--- config.mk ---
export PLATFORM = sky130hd
export DESIGN_NAME = pc_unit
export DESIGN_NICKNAME = d
export VERILOG_FILES = /design/src/rtl/pc_unit.sv
export SDC_FILE = /design/constraint.sdc
export NUM_CORES = 1
export LEC_CHECK = 0
export BUFFER_PORTS_ARGS = -buffer_cell sky130_fd_sc_hd__buf_2
export CAP_MARGIN = 20
export CORE_MARGIN = 2
export CORE_UTILIZATION = 35
export DETAILED_ROUTE_END_ITERATION = 7
export PLACE_DENSITY_LB_ADDON = 0.08
export SYNTH_ARGS = -nofsm -noshare
export SYNTH_HDL_FRONTEND = slang
export SYNTH_SLANG_ARGS = --single-unit
export TNS_END_PERCENT = 10
--- constraint.sdc ---
create_clock -name clk -period 8.9 [get_ports clk]
set_input_delay 2.67 -clock clk [delete_from_list [all_inputs] [get_ports clk]]
set_output_delay 2.67 -clock clk [all_outputs]
set_load 0.005 [all_outputs]
--- src/rtl/pc_unit.sv ---
// Program-counter unit at the head of fetch: sequential advance, stall hold,
// prioritised trap/branch/return redirects and a circular return-address stack.
module pc_unit #(
  parameter int unsigned      WIDTH        = 64,
  parameter logic [WIDTH-1:0] RESET_VECTOR = '0,
  parameter int unsigned      INSTR_BYTES  = 4,
  parameter int unsigned      RAS_DEPTH    = 8
) (
  input  logic                         clk,
  input  logic                         reset,
  input  logic                         stall,
  input  logic                         trap,
  input  logic [WIDTH-1:0]             trap_vec,
  input  logic                         redirect,
  input  logic [WIDTH-1:0]             redirect_target,
  input  logic                         call,
  input  logic                         ret,
  output logic [WIDTH-1:0]             pc_out,
  output logic [$clog2(RAS_DEPTH):0]   ras_count,
  output logic                         misalign_err,
  output logic                         ras_underflow
);

  localparam int unsigned      PTR_W      = $clog2(RAS_DEPTH);
  localparam int unsigned      CNT_W      = PTR_W + 1;
  localparam logic [WIDTH-1:0] STEP       = WIDTH'(INSTR_BYTES);
  localparam logic [WIDTH-1:0] ALIGN_MASK = WIDTH'(INSTR_BYTES - 1);
  localparam logic [CNT_W-1:0] FULL       = CNT_W'(RAS_DEPTH);

  logic [WIDTH-1:0] pc_q, pc_d;
  logic [CNT_W-1:0] cnt_q, cnt_d;
  logic [PTR_W-1:0] ptr_q, ptr_d;
  logic             mis_q, mis_d;
  logic             unf_q, unf_d;
  logic [WIDTH-1:0] ras_q [RAS_DEPTH];

  logic [WIDTH-1:0] pc_inc;
  logic [WIDTH-1:0] sel_tgt;
  logic [PTR_W-1:0] top_idx;
  logic             ras_op, push, pop, empty;
  logic             wr_en;
  logic [PTR_W-1:0] wr_idx;

  assign pc_inc  = pc_q + STEP;
  assign top_idx = ptr_q - PTR_W'(1);
  assign empty   = (cnt_q == '0);
  assign ras_op  = !stall && !trap;
  assign push    = ras_op && call;
  assign pop     = ras_op && ret;
  assign sel_tgt = trap ? trap_vec : redirect_target;

  // Next-PC selection and RAS bookkeeping; ptr_q points at the next free slot.
  always_comb begin
    pc_d   = pc_q;
    cnt_d  = cnt_q;
    ptr_d  = ptr_q;
    mis_d  = 1'b0;
    unf_d  = 1'b0;
    wr_en  = 1'b0;
    wr_idx = ptr_q;

    if (trap || redirect) begin
      if ((sel_tgt & ALIGN_MASK) != '0) mis_d = 1'b1;
      else                              pc_d  = sel_tgt;
    end else if (ret && !stall) begin
      pc_d = empty ? pc_inc : ras_q[top_idx];
    end else if (!stall) begin
      pc_d = pc_inc;
    end

    if (trap) begin
      cnt_d = '0;
    end else begin
      if (pop && empty) unf_d = 1'b1;
      if (push && pop && !empty) begin
        // Return-then-call: the popped slot is reused for the new return address.
        wr_en  = 1'b1;
        wr_idx = top_idx;
      end else if (push) begin
        wr_en = 1'b1;
        ptr_d = ptr_q + PTR_W'(1);
        if (cnt_q != FULL) cnt_d = cnt_q + CNT_W'(1);
      end else if (pop && !empty) begin
        ptr_d = top_idx;
        cnt_d = cnt_q - CNT_W'(1);
      end
    end
  end

  always_ff @(posedge clk or posedge reset) begin
    if (reset) begin
      pc_q  <= RESET_VECTOR;
      cnt_q <= '0;
      ptr_q <= '0;
      mis_q <= 1'b0;
      unf_q <= 1'b0;
    end else begin
      pc_q  <= pc_d;
      cnt_q <= cnt_d;
      ptr_q <= ptr_d;
      mis_q <= mis_d;
      unf_q <= unf_d;
    end
  end

  // Stack storage needs no reset; entries beyond ras_count are never read.
  always_ff @(posedge clk) begin
    if (wr_en) ras_q[wr_idx] <= pc_inc;
  end

  assign pc_out        = pc_q;
  assign ras_count     = cnt_q;
  assign misalign_err  = mis_q;
  assign ras_underflow = unf_q;

endmodule
# [After elaboration in Yosys (flattened, before gate mapping)]
# Memories as Yosys holds them, arrays and structs flattened.
# Cells that the tools add are included.
# Widths: inputs -> output; s select.
[classes] bitwise_logic=2 add_sub_neg=5 n_eq_ne=5 n_reduce_logical=19 mux=24
[op_table] operator="$mux 64" count=6
[op_table] operator="$add 64x3->64 const B" count=1
[op_table] operator="$reduce_bool 64->1" count=1
[op_table] operator="$mux 4" count=5
[op_table] operator="$mux 3" count=4
[op_table] operator="$mux 1" count=9
[op_table] operator="$logic_and 1x1->1" count=8
[op_table] operator="$reduce_and 3->1" count=2
[op_table] operator="$add 4x1->4 const B" count=1
[op_table] operator="$logic_not 4->1" count=1
[op_table] operator="$ne 2x2->1 const B" count=2
[op_table] operator="$ne 4x4->1 const B" count=1
[op_table] operator="$sub 4x1->4 const B" count=1
[op_table] operator="$add 3x1->3 const B" count=1
[op_table] operator="$logic_not 1->1" count=3
[op_table] operator="$ne 3x1->1 const B" count=1
[op_table] operator="$ne 3x2->1 const B" count=1
[op_table] operator="$reduce_bool 3->1" count=1
[op_table] operator="$sub 3x1->3 const B" count=1
[op_table] operator="$not 1->1" count=2
[op_table] operator="$reduce_and 2->1" count=1
[op_table] operator="$reduce_bool 2->1" count=1
[op_table] operator="$logic_or 1x1->1" count=1
[totals] memories=1 word_cells=61 in_bits=135 out_inout_bits=70 ramBits=512 ff_bits=73
[mem_list] memory="ras_q" depth=8 word_bits=64 rd=1 rd_ports_with_merged_regs=0 write_ports=1 line_no="35" rtl="logic [WIDTH-1:0] ras_q [RAS_DEPTH];"

# [Longest topological paths before layout]
[logic_depth] ltp_word=9 mapped_depth=14 mapped_depth_nobuf=10

# [Worst setup path after synthesis]
# No wires, ideal clock.
[synth_path] path_kind="input -> register" startpoint="input stall" endpoint="memory ras_q[0][0] (enable)" setup_ps=486 t_arrival_ps=6524 stages=6 t_required_ps=8414 setup_slack_ps=1890 path_buffers=1 path_cell_list="clkbuf_1 nand2b_1 nor2_1 xnor2_1 or2_2 nor2_1"
[synth_between] elab_chain_cells=9 word_cells_on_any_way=13 classes_between="mux (7); reduce/logical (6)"
[synth_rtl] element="start, declared" line_no="11" rtl="input logic stall,"
[synth_rtl] element="$logic_not 1->1 *"
[synth_rtl] element="$logic_and 1x1->1 *" line_no="47" rtl="assign ras_op = !stall && !trap;"
[synth_rtl] element="$logic_and 1x1->1 (on tied branches)" line_no="48, 49"
[synth_rtl] element="$logic_and 1x1->1 (2 in series)" line_no="75" rtl="if (push && pop && !empty) begin"
[synth_rtl] element="$mux 1" line_no="75"
[synth_rtl] element="$mux 1" line_no="71" rtl="if (trap) begin"
[synth_rtl] element="$mux 1" line_no="108" rtl="if (wr_en) ras_q[wr_idx] <= pc_inc;"
[synth_rtl] element="$mux 1 (not written as such)" line_no="108"
[synth_rtl] element="end, declared" line_no="35"
# Mark *: on every way between the ends. The rest lies on a longest branch, timed or not.

# [Worst setup path in the final report]
[layout_path] startpoint="input trap" endpoint="register pc_q[34] (netlist: pc_out[34])"
[layout_between] elab_chain_cells=4 word_cells_on_any_way=8 classes_between="eq/ne (2); mux (3); reduce/logical (3)"
[layout_rtl] element="start, declared" line_no="12" rtl="input logic trap,"
[layout_rtl] element="$mux 64" line_no="50" rtl="assign sel_tgt = trap ? trap_vec : redirect_target;"
[layout_rtl] element="$reduce_bool 64->1" line_no="63" rtl="if ((sel_tgt & ALIGN_MASK) != '0) mis_d = 1'b1;"
[layout_rtl] element="$ne 2x2->1 (no line)"
[layout_rtl] element="$reduce_and 2->1 (no line)"
[layout_rtl] element="end signal, assigned" line_no="98" rtl="pc_q <= pc_d;"
[layout_rtl] element="end, declared" line_no="30" rtl="logic [WIDTH-1:0] pc_q, pc_d;"
# Parallel ways exist; a longest one is shown, timed or not. The select of a mux whose other input is x is not followed.
# A chain may end at the register's enable or synchronous reset.

==> impl_metrics.csv <==
group,metric,value,unit
detailed_routing,ant_nets,0,
clock_network,cts-root-buf,"clkbuf_16",
logic_synthesis,synthFlopType,"edfxtp_1",
timing,period_share,60.7,%
logic_synthesis,synth_cell_types,67,
logic_synthesis,ys_ff_latch,585,
logic_synthesis,synth_top_area_share,60.9,%
detailed_routing,wire_per_inst,28.6,um
power_and_ir_drop,power,9.06,mW
worst_setup_path,setup.worst_path.end,"pc_out[34]",
clock_network,worst_skew_pair.late_latency,0.60,ns
worst_setup_path,worstPathArrival,5.88,ns
timing,fin_skew,0.0174,ns
worst_setup_path,critPathKind,"input port to register",
floorplanning,dieArea,0.0743,mm^2
status,outcome,"finished clean",
timing,tns,0,ns
floorplanning,die_w,273,um
clock_network,cts_buffer_depth,3,
grt,grt_pass1_wl,114000,um
power_and_ir_drop,power_density,305,mW/mm^2
logic_synthesis,syn_avg_cell_area,16.1,um^2
clock_network,clock-sinks,585,
timing,slew_headroom,21.5,%
timing,tightest_slew,1.17,ns
logic_synthesis,synth_common_cells,"512 x edfxtp_1, 128 x mux4_2, 99 x nand2_1, 88 x nor2_1, 73 x dfrtp_1",
logic_synthesis,syn_area,0.0253,mm^2
placed_design,postPlaceCellArea,0.0276,mm^2
clock_network,cts_tree,"done",
logic_synthesis,synth_top_area_cell,"edfxtp_1",
logic_synthesis,synth_edf_count,512,
timing,slew_viol_final,0,
worst_setup_path,reg2reg_depth,10,
worst_setup_path,cp-start-kind,"input port",
timing,fin_crit,5.40,ns
worst_setup_path,worst_setup_path_end_kind,"register",
power_and_ir_drop,leakage,10.1,nW
timing,finalHoldViolCount,0,
grt,grt_max_degree,95,
cells_and_area,fin_util,41.6,%
floorplanning,row_count,98,
cells_and_area,syn_to_final_growth,17.7,%
detailed_routing,vias,15700,
logic_synthesis,async_flop_share,12.5,%
clock_network,cts.repair.resized,0,
placed_design,numPortBuffers,204,
cells_and_area,fillCellCount,6514,
cells_and_area,post_route_cells_drive_above_1_share,27.9,%
floorplanning,initial_utilization,35.3,%
power_and_ir_drop,max-vdd-ir-drop,0.264,mV
floorplanning,io_pins,205,
floorplanning,die_h,273,um
cells_and_area,design_area,0.0297,mm^2
worst_setup_path,r2r_slack,4.42,ns
grt,track_usage,21.4,%
logic_synthesis,synth.most_common_cell,"edfxtp_1",
logic_synthesis,synthCells,1572,
cells_and_area,n_antenna_cell,0,
clock_network,htreeDepth,3,
grt,gr-total-overflow,0,
detailed_routing,drtPass1Iterations,5,
grt,grt_pass1_vias,15500,
grt,antenna_found_initial,1,
worst_setup_path,worstSetupStartpoint,"trap",
clock_network,cts_buffers,68,
logic_synthesis,seq_area_frac_synth,68.1,%
placed_design,place_congestion,0.796,
detailed_routing,routed_wl,79800,um
worst_setup_path,r2r_start,"ptr_q[0]",
placed_design,dp_hpwl,50700,um
worst_setup_path,crit_required,9.38,ns
cells_and_area,nNetsFinal,1927,
worst_hold_path,hold_path.class,"register to register",
job,maxCapViolations,0,
timing,fmax,185,MHz
detailed_routing,dr.first_iter.drc_count,1715,
floorplanning,coreArea,0.0715,mm^2
clock_network,cts.clk_slew.worst_paths,0.06,ns
logic_synthesis,syn_nets,1713,
detailed_routing,viasPerCell,5.62,
worst_setup_path,critPathMaxFanout,66,
detailed_routing,drc_errors,0,
timing,setup_viol,0,
logic_synthesis,yosys-top-cells-area,"edfxtp_1 61%, mux4_2 11%, dfrtp_1 7.2%",
timing,grt_setup_unrepaired,"no",
clock_network,cts_hold_buf,0,
worst_setup_path,reg2reg_to,"pc_out[18]",
logic_synthesis,yosysWarnings,0,
clock_network,cts_setup_buffers,0,
[critical path: stages]
cell	delay, ns
buf_4	0.28
buf_4	0.73
nor2_2	0.08
buf_4	0.28
a21oi_4	0.56
buf_4	0.63
o21ai_0	0.21
a211o_1	0.33
[stage by stage]
stage / setup slack, ns / hold WS, ns / instances
2_1_floorplan: 1.89 / 0.520 / 1572
3_5_place_dp: 2.54 / 0.584 / 2664
5_1_grt: 3.38 / 0.626 / 2791
3_3_place_gp: 2.44 / 0.588 / 2661
6_report: 3.50 / 0.603 / 2791
4_1_cts: 3.14 / 0.606 / 2789
[flip-flops by register name, summed over array words and instances, names as in the netlist]
| name | flops |
|---|---|
| pc_out | 64 |
| ptr_q | 3 |
| ras_q | 512 |
| ras_underflow | 1 |
| misalign_err | 1 |
| ras_count | 4 |
[layout make-up]
type,instances,area (um^2),area share [%]
Tap cell,950,1190,4.00
Timing Repair Buffer,244,1460,4.91
Inverter,25,96.3,0.324
Multi-Input combinational cell,862,7690,25.9
Clock inverter,26,176,0.593
Sequential cell,585,17200,57.9
Clock buffer,99,1910,6.43
[how the worst min path moves through the flow]
stage                 end  cells after the start       start  slack [ns]
6_report       pc_out[63]                      1  pc_out[63]        0.60
5_1_grt        pc_out[63]                      1  pc_out[63]        0.63
2_1_floorplan    ptr_q[1]                      2    ptr_q[1]        0.52
3_5_place_dp   pc_out[63]                      1  pc_out[63]        0.58
3_3_place_gp   pc_out[42]                      1  pc_out[42]        0.59
4_1_cts        pc_out[63]                      1  pc_out[63]        0.61
[per-layer routing]
metal,track usage (%),up-vias,part of all wire [%]
li1,-,6775,-
met1,31.3,8269,46
met2,33.1,551,46
met3,3.48,88,5.9
met4,5.99,0,2.1
met5,0,-,0
[power by group]
part,internal (mW),switching (mW),leakage (nW)
logic,1.18,1.68,3.57
clock network,1.53,1.11,1.02
registers,3.34,0.225,5.48
total,6.04,3.01,10.1
[cell usage in the layout, fill, tap and decap left out, drive strengths merged, types with 31 or more instances in the layout]
| master | n |
|---|---|
| a21oi | 66 |
| buf | 244 |
| clkbuf | 99 |
| dfrtp | 73 |
| edfxtp | 512 |
| mux2i | 31 |
| mux4 | 128 |
| nand2 | 101 |
| nand3 | 39 |
| nor2 | 88 |
| o21ai | 47 |
| xnor2 | 37 |
[kinds of logic after synthesis]
kind of cell / Yosys count / share of synthesized area (%)
buffers and inverters: 125 / 1.98
AND/OR/NAND/NOR: 342 / 6.87
XOR/XNOR: 67 / 2.32
adder cells (fa/ha/maj): 6 / 0.327
AO/OA/AOI/OAI: 287 / 7.70
multiplexers: 160 / 12.7
flip-flops: 585 / 68.1
(Power assumes the default switching activity.)
